--- config.mk ---
export PLATFORM = sky130hd
export DESIGN_NAME = sdram_cmd_gen
export DESIGN_NICKNAME = d
export VERILOG_FILES = /design/src/rtl/sdram_pkg.sv /design/src/rtl/sdram_wait_counter.sv /design/src/rtl/sdram_cmd_gen.sv
export SDC_FILE = /design/constraint.sdc
export NUM_CORES = 1
export LEC_CHECK = 0
export ABC_CLOCK_PERIOD_IN_PS = 4200
export CAP_MARGIN = 20
export CORE_ASPECT_RATIO = 0.7
export CORE_MARGIN = 2
export CORE_UTILIZATION = 35
export DETAILED_ROUTE_END_ITERATION = 10
export HOLD_SLACK_MARGIN = 0.02
export PLACE_DENSITY = 0.72
export SLEW_MARGIN = 20
export SYNTH_ARGS = -nofsm -noshare
export SYNTH_HDL_FRONTEND = slang
export SYNTH_SLANG_ARGS = --single-unit
--- constraint.sdc ---
create_clock -name Clk -period 4.2 [get_ports Clk]
set_input_delay 1.26 -clock Clk [delete_from_list [all_inputs] [get_ports Clk]]
set_output_delay 1.26 -clock Clk [all_outputs]
set_load 0.1 [all_outputs]
--- src/rtl/sdram_pkg.sv ---
// Shared encodings, widths and wait-count helpers for the SDRAM command generator.
package sdram_pkg;

   localparam int unsigned ADDR_W   = 16;
   localparam int unsigned ROW_W    = 8;
   localparam int unsigned COL_W    = 8;
   localparam int unsigned SDADDR_W = 8;
   localparam int unsigned TIME_W   = 8;
   localparam int unsigned LAT_W    = 4;
   localparam int unsigned CNT_W    = 10;
   localparam int unsigned STATE_W  = 3;

   typedef struct packed {
      logic cs;
      logic ras;
      logic cas;
      logic we;
   } cmd_t;

   localparam cmd_t CMD_NOP       = 4'b1111;
   localparam cmd_t CMD_PRECHARGE = 4'b0010;
   localparam cmd_t CMD_ACTIVATE  = 4'b0011;
   localparam cmd_t CMD_WRITE     = 4'b0100;
   localparam cmd_t CMD_READ      = 4'b0101;

   typedef enum logic [STATE_W-1:0] {
      ST_IDLE     = 3'd0,
      ST_PRE      = 3'd1,
      ST_PRE_WAIT = 3'd2,
      ST_ACT      = 3'd3,
      ST_ACT_WAIT = 3'd4,
      ST_RW       = 3'd5,
      ST_RW_WAIT  = 3'd6,
      ST_RECOVER  = 3'd7
   } state_t;

   // Counter holds (cycles - 1) so the zero flag marks the last cycle of a wait.
   function automatic logic [CNT_W-1:0] wait_load(input logic [TIME_W-1:0] t);
      return (t == '0) ? '0 : CNT_W'(t) - CNT_W'(1);
   endfunction

   function automatic logic [CNT_W-1:0] rw_load(input logic              we,
                                                input logic [LAT_W-1:0]  lat,
                                                input logic [TIME_W-1:0] burst,
                                                input logic [TIME_W-1:0] wt);
      logic [CNT_W-1:0] lat_part;
      logic [CNT_W-1:0] burst_part;
      lat_part   = we ? '0 : CNT_W'(lat);
      burst_part = (burst == '0) ? CNT_W'(1) : CNT_W'(burst);
      return lat_part + burst_part + CNT_W'(wt) - CNT_W'(1);
   endfunction

endpackage

--- src/rtl/sdram_wait_counter.sv ---
// Loadable down-counter with enable and zero flag; provides every wait of the command generator.
module sdram_wait_counter
   import sdram_pkg::*;
(
   input  logic             clk,
   input  logic             rst,
   input  logic             en,
   input  logic             load,
   input  logic [CNT_W-1:0] load_value,
   output logic             zero_c
);

   logic [CNT_W-1:0] count;

   always_ff @(posedge clk) begin
      if (rst) begin
         count <= '0;
      end else if (en) begin
         if (load) begin
            count <= load_value;
         end else if (count != '0) begin
            count <= count - CNT_W'(1);
         end
      end
   end

   assign zero_c = (count == '0);

endmodule

--- src/rtl/sdram_cmd_gen.sv ---
// SDRAM command sequencer: PRECHARGE / ACTIVATE / READ|WRITE with programmable waits.
// Define SDRAM_OPEN_ROW_EN to keep the last row open and skip PRE/ACT on a row hit.
module sdram_cmd_gen
   import sdram_pkg::*;
(
   input  logic                Clk,
   input  logic                Rst,
   input  logic                En,
   input  logic                ReqValid,
   input  logic                ReqWe,
   input  logic [ADDR_W-1:0]   ReqAddr,
   input  logic [TIME_W-1:0]   tpre,
   input  logic [TIME_W-1:0]   tcas,
   input  logic [TIME_W-1:0]   tburst,
   input  logic [TIME_W-1:0]   twait,
   input  logic [LAT_W-1:0]    tlat,
   output logic                ReqReady,
   output logic                Done,
   output logic                CS,
   output logic                RAS,
   output logic                CAS,
   output logic                WeOut,
   output logic [SDADDR_W-1:0] SdramAddr,
   output logic [STATE_W-1:0]  StateOut
);

   state_t              state_q, state_d;
   cmd_t                cmd_q, cmd_d;
   logic [SDADDR_W-1:0] addr_q, addr_d;
   logic                done_q, done_d;
   logic                ready_q, ready_d;
   logic                accept;
   logic                cnt_load;
   logic [CNT_W-1:0]    cnt_value;
   logic                cnt_zero;
   logic                row_hit;

   logic                we_q;
   logic [ROW_W-1:0]    row_q;
   logic [COL_W-1:0]    col_q;
   logic [ROW_W-1:0]    req_row;
   logic [COL_W-1:0]    req_col;

   assign req_row = ReqAddr[ADDR_W-1 -: ROW_W];
   assign req_col = ReqAddr[COL_W-1:0];

`ifdef SDRAM_OPEN_ROW_EN
   logic [ROW_W-1:0] open_row_q;
   logic             open_valid_q;

   assign row_hit = open_valid_q && (open_row_q == req_row);

   // Row becomes open when ACTIVATE is issued; reset forgets it.
   always_ff @(posedge Clk) begin
      if (Rst) begin
         open_row_q   <= '0;
         open_valid_q <= 1'b0;
      end else if ((state_d == ST_ACT) && (state_q != ST_ACT)) begin
         open_row_q   <= row_q;
         open_valid_q <= 1'b1;
      end
   end
`else
   assign row_hit = 1'b0;
`endif

   sdram_wait_counter u_wait (
      .clk        (Clk),
      .rst        (Rst),
      .en         (En),
      .load       (cnt_load),
      .load_value (cnt_value),
      .zero_c     (cnt_zero)
   );

   always_ff @(posedge Clk) begin
      if (Rst) begin
         state_q <= ST_IDLE;
      end else begin
         state_q <= state_d;
      end
   end

   // Next state plus the command to register on the transition edge.
   always_comb begin
      state_d   = state_q;
      cmd_d     = CMD_NOP;
      addr_d    = '0;
      done_d    = 1'b0;
      ready_d   = 1'b0;
      accept    = 1'b0;
      cnt_load  = 1'b0;
      cnt_value = '0;
      if (En) begin
         case (state_q)
            ST_IDLE: begin
               if (ReqValid && ready_q) begin
                  accept   = 1'b1;
                  cnt_load = 1'b1;
                  if (row_hit) begin
                     state_d   = ST_RW;
                     cmd_d     = ReqWe ? CMD_WRITE : CMD_READ;
                     addr_d    = SDADDR_W'(req_col);
                     cnt_value = rw_load(ReqWe, tlat, tburst, twait);
                  end else begin
                     state_d   = ST_PRE;
                     cmd_d     = CMD_PRECHARGE;
                     cnt_value = wait_load(tpre);
                  end
               end
            end
            ST_PRE, ST_PRE_WAIT: begin
               if (cnt_zero) begin
                  state_d   = ST_ACT;
                  cmd_d     = CMD_ACTIVATE;
                  addr_d    = SDADDR_W'(row_q);
                  cnt_load  = 1'b1;
                  cnt_value = wait_load(tcas);
               end else begin
                  state_d = ST_PRE_WAIT;
               end
            end
            ST_ACT, ST_ACT_WAIT: begin
               if (cnt_zero) begin
                  state_d   = ST_RW;
                  cmd_d     = we_q ? CMD_WRITE : CMD_READ;
                  addr_d    = SDADDR_W'(col_q);
                  cnt_load  = 1'b1;
                  cnt_value = rw_load(we_q, tlat, tburst, twait);
               end else begin
                  state_d = ST_ACT_WAIT;
               end
            end
            ST_RW, ST_RW_WAIT: begin
               if (cnt_zero) begin
                  state_d = ST_RECOVER;
                  done_d  = 1'b1;
               end else begin
                  state_d = ST_RW_WAIT;
               end
            end
            ST_RECOVER: state_d = ST_IDLE;
            default:    state_d = ST_IDLE;
         endcase
      end
      ready_d = (state_d == ST_IDLE);
   end

   always_ff @(posedge Clk) begin
      if (Rst) begin
         we_q  <= 1'b0;
         row_q <= '0;
         col_q <= '0;
      end else if (accept) begin
         we_q  <= ReqWe;
         row_q <= req_row;
         col_q <= req_col;
      end
   end

   always_ff @(posedge Clk) begin
      if (Rst) begin
         cmd_q   <= CMD_NOP;
         addr_q  <= '0;
         done_q  <= 1'b0;
         ready_q <= 1'b0;
      end else begin
         cmd_q   <= cmd_d;
         addr_q  <= addr_d;
         done_q  <= done_d;
         ready_q <= ready_d;
      end
   end

   assign CS        = cmd_q.cs;
   assign RAS       = cmd_q.ras;
   assign CAS       = cmd_q.cas;
   assign WeOut     = cmd_q.we;
   assign SdramAddr = addr_q;
   assign Done      = done_q;
   assign ReqReady  = ready_q;
   assign StateOut  = state_q;

endmodule

# Word level (Yosys, flattened, before mapping)
# Index checks and enable logic that the tools add are counted.
[word_totals]
regBits = 44
word_cells = 73
inputBits = 57
[classes]
mux = 30
n_bitwise = 2
n_eq_ne = 7
n_addsub = 6
reduce_logical = 16
[op_table]
columns = ["cell", "n"]
rows = [
  ["10-bit two-way mux", 7],
  ["10-bit case mux with 3 select lines", 1],
  ["8-bit logical NOT", 3],
  ["8-bit two-way mux", 3],
  ["10-bit by 1-bit subtractor with 10-bit output (second input constant)", 2],
  ["8-bit by 1-bit subtractor with 9-bit output (second input constant)", 2],
  ["4-bit two-way mux", 4],
  ["8-bit case mux with 2 select lines", 1],
  ["3-bit case mux with 5 select lines", 1],
  ["3-bit == test (second input constant)", 4],
  ["4-bit case mux with 3 select lines", 1],
  ["9-bit by 8-bit adder with 10-bit output", 1],
  ["10-bit logical NOT", 1],
  ["10-bit nonzero test", 1],
  ["4-bit by 8-bit adder with 9-bit output", 1],
  ["1-bit two-way mux", 9],
  ["2-bit OR reduction", 4],
  ["3-bit by 2-bit == test with 1-bit output (second input constant)", 2],
  ["3-bit logical NOT", 2],
  ["3-bit two-way mux", 2],
  ["4-bit OR reduction", 1],
  ["3-bit by 1-bit == test with 1-bit output (second input constant)", 1],
  ["3-bit OR reduction", 1],
  ["1-bit inverter", 2],
  ["other kinds (4)", 4],
]

# Depth between registers and ports, before layout
# Gate-level depths: netlist (run 1).
[logic_depth]
ltp_word = 8
ltp_mapped = 13
mapped_depth_nobuf = 13

# Modules after synthesis
# A second synthesis (run 1) with hierarchy kept.
[unflattened]
hier_cells = 415
area_unflattened_um2 = 3135.5
[modules_own_cells]
columns = ["module", "n_inst", "area_per_inst_um2", "cells_each"]
rows = [
  ["sdram_cmd_gen", 1, 2457.4, 325],
  ["sdram_wait_counter", 1, 678.2, 90],
]

# Worst setup path after synthesis (run 1)
# Ideal clock, no wire load.
[synth_path]
kind = "input-to-reg"
start = "in tlat[1]"
end = "reg u_wait.count[7]"
t_arrival_ns = 3.848
required_ns = 4.069
n_path_buf = 0
slack_ns = 0.221
stages = 13
cell_sequence = "nand2b_1 > ha_1 > fa_1 > inv_1 > ha_1 > inv_1 > fa_1 > nor2b_1 > o2111a_1 > a2111oi_0 > xnor2_1 > a2111oi_1 > nor3_1"
[synth_via]
elab_chain_cells = 7
[synth_lines]
columns = ["item", "line", "rtl"]
rows = [
  ["start: declaration", "sdram_cmd_gen.sv:16", "input logic [LAT_W-1:0] tlat,"],
  ["4-bit two-way mux", "sdram_pkg.sv:48", "lat_part = we ? '0 : CNT_W'(lat);"],
  ["4-bit by 8-bit adder with 9-bit output", "sdram_pkg.sv:50", "return lat_part + burst_part + CNT_W'(wt) - CNT_W'(1);"],
  ["9-bit by 8-bit adder with 10-bit output", "sdram_pkg.sv:50", ""],
  ["10-bit by 1-bit subtractor with 10-bit output", "sdram_pkg.sv:50", ""],
  ["10-bit two-way mux", "sdram_cmd_gen.sv:124", "if (cnt_zero) begin"],
  ["10-bit case mux with 3 select lines", "sdram_cmd_gen.sv:95", "case (state_q)"],
  ["10-bit two-way mux", "sdram_wait_counter.sv:19", "if (load) begin"],
  ["end signal: assignment", "sdram_wait_counter.sv:20", "count <= load_value;"],
  ["end signal: assignment", "sdram_wait_counter.sv:22", "count <= count - CNT_W'(1);"],
  ["end: declaration", "sdram_wait_counter.sv:13", "logic [CNT_W-1:0] count;"],
]
# Every way passes these cells.
# A chain may end at the register's enable or synchronous reset.

# Final worst setup path (run 1)
# Ends and elaborated chain as after synthesis.

==> results of run 1 <==
[cell usage after synthesis (all sizes together), types with 4 or more instances]
| cell type | count |
|---|---|
| nand2b | 7 |
| nor3 | 12 |
| clkbuf | 9 |
| nor4 | 8 |
| nand3 | 6 |
| inv | 42 |
| xnor2 | 11 |
| a22o | 8 |
| a2111oi | 4 |
| buf | 4 |
| o22ai | 6 |
| nand2 | 52 |
| ha | 24 |
| a21oi | 27 |
| xor2 | 6 |
| dfxtp | 44 |
| nor2 | 33 |
| o21ai | 15 |
| fa | 4 |
| or3 | 4 |
[per-stage QoR]
step | worst slack [ns] | hold WS (ns) | instance area (sq um) | cells
after global placement | -0.3647 | 0.4423 | 3872 | 559
after global routing | -0.01784 | 0.4743 | 4105 | 567
after CTS | 0.02357 | 0.4584 | 4050 | 567
after detailed placement | -0.4123 | 0.4491 | 3872 | 559
final | 0.1333 | 0.4579 | 4105 | 567
after floorplan | 0.2207 | 0.4360 | 2977 | 380
[per-layer routing]
metal | up-vias | GRT usage
li1 | 1498 | -
met1 | 1402 | 0.2556
met3 | 8 | 0.03881
met4 | 0 | 0.03780
met2 | 112 | 0.2899
met5 | - | 0
[state kept, by name, indices dropped and copies added (netlist names)]
signal	count
SdramAddr	8
u_wait.count	10
col_q	8
Done	1
CS	1
StateOut	3
we_q	1
ReqReady	1
CAS	1
RAS	1
row_q	8
WeOut	1
[area by class of cell]
class,instances,share of cell area
inverters,42,0.03840
clock inverters,3,0.01128
repair buffers,87,0.2018
multi-input cells,281,0.4715
well taps,105,0.03200
flip-flops and latches,44,0.2146
clock buffers,5,0.03048
[cells in the final DEF (no fill, tap or decap), types with 4 or more instances in the layout]
cell type and n:
dfxtp_1 44, clkbuf_16 5, nor4_1 8, clkdlybuf4s50_1 70, xnor2_1 11, nor3_1 12, o21ai_0 11, or3_1 4
a22o_1 8, buf_4 17, nand3_1 6, xor2_1 6, o22ai_1 6, nand2_1 52, ha_1 23, a21oi_1 26
nand2b_1 7, nor2_1 32, inv_1 41
[critical path: stages]
cell and delay, ns:
clkdlybuf4s50_1 0.45, nand2b_1 0.08, ha_4 0.22, fa_1 0.47
inv_1 0.07, ha_1 0.17, inv_2 0.05, fa_2 0.37
nor2b_2 0.16, o2111a_2 0.27, a2111oi_4 0.05, xnor2_1 0.15
a2111oi_2 0.36, nor3_1 0.09
[cells by family after synthesis]
family                   share of synthesized area
AND/OR/NAND/NOR                             0.2266
AO/OA/AOI/OAI                               0.2186
buffers and inverters                      0.07440
flip-flops                                  0.2959
adder cells (fa/ha/maj)                     0.1278
XOR/XNOR                                   0.05002
multiplexers                              0.006726
[report_power, final]
group	switching [mW]	total (mW)	leakage (nW)	internal [mW]
registers	0.0488	0.511	0.358	0.462
logic	0.359	0.677	1.20	0.318
clock network	0.168	0.450	0.0804	0.283
[what timing repair did]
item / CTS / global route
pin swaps: 1 / 4
resized for setup: 2 / 10
gates cloned: 0 / 0
setup endpoints to repair: 1 / 3
setup buffers: 0 / 0
[worst min path at each step]
stage,start,end
detailed placement,col_q[4],col_q[4]
global route,col_q[5],col_q[5]
finish,col_q[3],col_q[3]
global placement,row_q[2],row_q[2]
CTS,col_q[4],col_q[4]
floorplan,col_q[0],col_q[0]
==> impl_metrics.csv, run 1 <==
group,metric,value,unit
run_status,status,"finished clean",
finish,fin_util,0.4923,
logic_synthesis,synth_top_area_frac,0.2959,
floorplan,io_pins,74,
placement,io_buffers,73,
floorplan,core,8338,sq um
job,maxCapViolations,0,
finish,diodes,0,
global_routing,overflow,0,
critical_path,worstSetupPathType,"in2reg",
routing,wl_met3,603,um
clock_tree,root_buffer,"clkbuf_16",
placement,routabilityCongestion,0.8382,
routing,wirelength,8.233,mm
logic_synthesis,synth_edf_count,0,
power,total_power,1.638,mW
critical_path,r2r_slack,0.96,ns
finish,multi_input_area,1936,sq um
finish,num-fill-cells,808,
critical_path,path_max_fanout,2,
global_routing,grt_usage,0.1821,
logic_synthesis,synthesis.nets,465,
sta,fmax,245.9,MHz
sta,hold_viol_final,0,
floorplan,rows,28,
critical_path,arrival,4.23,ns
clock_tree,cts_hold_buf,0,
global_routing,antenna_found_initial,0,
critical_path,r2r-end,"u_wait.count[7]",
routing,routed_via_density,5.326,
sta,fin_skew,0.006935,ns
clock_tree,cts_buffers,5,
logic_synthesis,async_flop_share,0,
logic_synthesis,netlist_top_cells_area,"dfxtp_1, ha_1, nand2_1",
finish,ff_latch_area,880.8,sq um
routing,drc,0,
routing,first_pass_iters,5,
global_routing,grt_pass1_vias,2849,
routing,drt_iter0_markers,199,
power,power_density,399.1,nW/um^2
routing,topRoutingLayerUsed,"met4",
routing,route.met2.wl,3.753,mm
routing,antenna_left,0,
floorplan,die_w,114.2,um
critical_path,cp-end-kind,"register",
routing,routed-via-count,3020,
logic_synthesis,syn_avg_cell_area,7.833,sq um
logic_synthesis,ys_types,59,
critical_path,startpoint_type,"input pin",
min_path,min_delay_path_depth,2,
logic_synthesis,syn_area,2977,sq um
clock_tree,clock_latency,0.28,ns
floorplan,chipHeight,81.16,um
routing,wl_met1,3.797,mm
clock_tree,cts_sinks,44,
routing,post_drt_wl_per_cell,14.52,um
power,ir_drop,0.2022,mV
logic_synthesis,ys_ff_latch,44,
clock_tree,path_clk_slew,0.07,ns
power,power.leakage,1.638,nW
clock_tree,htree_levels,2,
global_routing,grt_max_degree,32,
sta,timing.final.crit_period,4.067,ns
logic_synthesis,ys.flop_type,"dfxtp_1",
sta,worst_pin_slew,0.9850,ns
logic_synthesis,yosys.area.top_type,"dfxtp_1",
floorplan,start_util,0.3570,
global_routing,grt_pass1_wl,13.46,mm
sta,slew_headroom,0.3413,
placement,dp_hpwl,6.220,mm
finish,layout.nets,546,
critical_path,r2r_start,"we_q",
logic_synthesis,yosysSeqAreaShare,0.2959,
min_path,min_path_type,"reg2reg",
clock_tree,clock_path_buffers,2,
clock_tree,cts_tree,"yes",
logic_synthesis,synthCells,380,
sta,maxSlewViolCount,0,
sta,finalSetupViolCount,0,
sta,totalNegativeSetupSlack,0,ns
critical_path,cp-endpoint,"u_wait.count[7]",
critical_path,rr_worst_depth,13,
critical_path,cp.required,4.36,ns
critical_path,startpoint,"tlat[1]",
finish,syn_to_final_growth,37.92,%
floorplan,dieArea,9270,sq um
sta,rsz0062_at_grt,"yes",
logic_synthesis,yosysWarnings,0,
sta,finalCritPeriodShare,0.9683,
finish,drive_gt1_frac,0.09957,
No activity file was read; power rests on OpenSTA's default activity.
==> run 2: changes to the inputs <==
==> constraint.sdc (replaced) <==
create_clock -name Clk -period 4.2 [get_ports Clk]
set_input_delay 0.42 -clock Clk [delete_from_list [all_inputs] [get_ports Clk]]
set_output_delay 0.42 -clock Clk [all_outputs]
set_load 0.1 [all_outputs]
==> impl_metrics.csv, run 2 (same netlist as run 1, synthesis figures left out) <==
group,metric,value,unit
clock_tree,cts_tree,"yes",
clock_tree,htree_levels,2,
finish,syn_to_final_growth,33.29,%
finish,layout.nets,534,
clock_tree,post_cts_buffers,0,
routing,antenna_left,0,
min_path,min_path_type,"reg2reg",
power,ir_drop,0.1946,mV
finish,layout_common_cells,"clkdlybuf4s50_1, nand2_1, dfxtp_1",
sta,fin_ws,0.4351,ns
critical_path,cpPeakStageDelay,0.61,ns
critical_path,startpoint_type,"input pin",
sta,finalCritPeriodShare,0.8964,
routing,wirelength,7.677,mm
routing,first_pass_iters,5,
sta,timing.final.crit_period,3.765,ns
critical_path,cpMaxStageDelayCell,"a2111oi_0",
sta,worst_pin_slew,0.9848,ns
clock_tree,cts_sinks,44,
routing,post_drt_wl_per_cell,13.83,um
finish,diodes,0,
power,total_power,1.587,mW
clock_tree,cts_hold_buf,0,
sta,totalNegativeSetupSlack,0,ns
finish,regMostFlops,"u_wait.count",
floorplan,chipHeight,81.16,um
finish,drive_gt1_frac,0.05111,
finish,largest_reg_flops,10,
placement,routabilityCongestion,0.9037,
clock_tree,cts_buffers,5,
sta,hold_ws,0.4521,ns
routing,routed_via_density,5.286,
floorplan,rows,28,
critical_path,cp-end-kind,"register",
power,power.leakage,1.573,nW
global_routing,grt_max_degree,33,
power,power_density,400.1,nW/um^2
sta,hold_viol_final,0,
global_routing,antenna_found_initial,0,
placement,pre_cts_ws,0.3194,ns
finish,num-fill-cells,809,
critical_path,worstSetupPathType,"in2reg",
sta,rsz0062_at_grt,"no",
clock_tree,clock_latency,0.28,ns
critical_path,path_max_fanout,3,
global_routing,overflow,0,
sta,finalSetupViolCount,0,
floorplan,core,8338,sq um
routing,drt_iter0_markers,176,
clock_tree,clock_path_buffers,2,
clock_tree,path_clk_slew,0.06,ns
critical_path,cp_top_family,"compound AO/OA/AOI/OAI gates",
routing,routed-via-count,2934,
floorplan,die_w,114.2,um
sta,slew_headroom,0.3414,
global_routing,grt_pass1_wl,12.28,mm
finish,ff_latch_area,880.8,sq um
clock_tree,cts-resized-gates,0,
run_status,status,"finished clean",
placement,io_buffers,73,
critical_path,crit_buf_inv,3,
routing,drc,0,
job,maxCapViolations,0,
critical_path,cp_cell_sequence,"clkdlybuf4s50_1 -> nand2b_1 -> ha_1 -> fa_1 -> inv_1 -> ha_1 -> inv_1 -> fa_1 -> nor2b_1 -> o2111a_1 -> a2111oi_0 -> xnor2_1 -> a2111oi_1 -> nor3_1",
critical_path,cp.required,4.36,ns
sta,fmax,265.6,MHz
floorplan,start_util,0.3570,
global_routing,grt_usage,0.1654,
placement,dp_hpwl,5.972,mm
finish,multi_input_area,1874,sq um
finish,final_common_cell,"clkdlybuf4s50_1",
clock_tree,root_buffer,"clkbuf_16",
sta,maxSlewViolCount,0,
floorplan,dieArea,9270,sq um
floorplan,io_pins,74,
sta,fin_skew,0.005691,ns
critical_path,arrival,3.92,ns
global_routing,grt_pass1_vias,2636,
-- run 2: cell count changes in the layout (fill, tap and decap cells not counted), sizes merged --
cell / before / now
buf: 17 / 2
clkbuf: 5 / 6
clkdlybuf4s50: 70 / 73
clkinv: 0 / 1
clkinvlp: 1 / 0
inv: 43 / 42
-- run 2: worst paths after layout --
check	start	endpoint	slack, ns	cells after the start
worst max-delay path	tlat[1]	u_wait.count[7]	0.44	14
worst min register to register	col_q[7]	col_q[7]	0.45	2
worst min-delay path	col_q[7]	col_q[7]	0.45	2
worst max register to register	we_q	u_wait.count[7]	0.49	13
-- run 2: worst min-delay path: cells and delay by family (launching register included) --
| kind | cells | cell delay [ns] |
|---|---|---|
| compound gates | 1 | 0.05 |
| flops | 1 | 0.31 |
| simple gates | 1 | 0.05 |
-- run 2: routing by layer --
metal	vias up	global-route usage	part of all wire
met2	101	0.2673	0.45
met5	-	0	0
met4	0	0.01951	0.0048
li1	1469	-	-
met3	4	0.03209	0.062
met1	1360	0.2366	0.49
-- run 2: cell type report --
cell class | count | area share
clock buffers | 6 | 0.03500
clock inverters | 2 | 0.009776
inverters | 42 | 0.03974
multi-input cells | 281 | 0.4724
flip-flops and latches | 44 | 0.2220
well taps | 105 | 0.03311
repair buffers | 75 | 0.1880
-- run 2: per-stage QoR --
step	util	instance area, sq um	std cells
2_1_floorplan	-	2977	380
3_3_place_gp	0.4545	3790	547
3_5_place_dp	0.4545	3790	547
4_1_cts	0.4758	3968	555
5_1_grt	0.4758	3968	555
6_report	0.4758	3968	555
-- run 2: where the power goes --
| group | switching, mW | leakage, nW | internal [mW] | total, mW |
|---|---|---|---|---|
| Sequential | 0.0473 | 0.358 | 0.463 | 0.510 |
| Combinational | 0.343 | 1.13 | 0.280 | 0.623 |
| Clock | 0.156 | 0.0871 | 0.298 | 0.454 |
| Total | 0.547 | 1.57 | 1.04 | 1.59 |
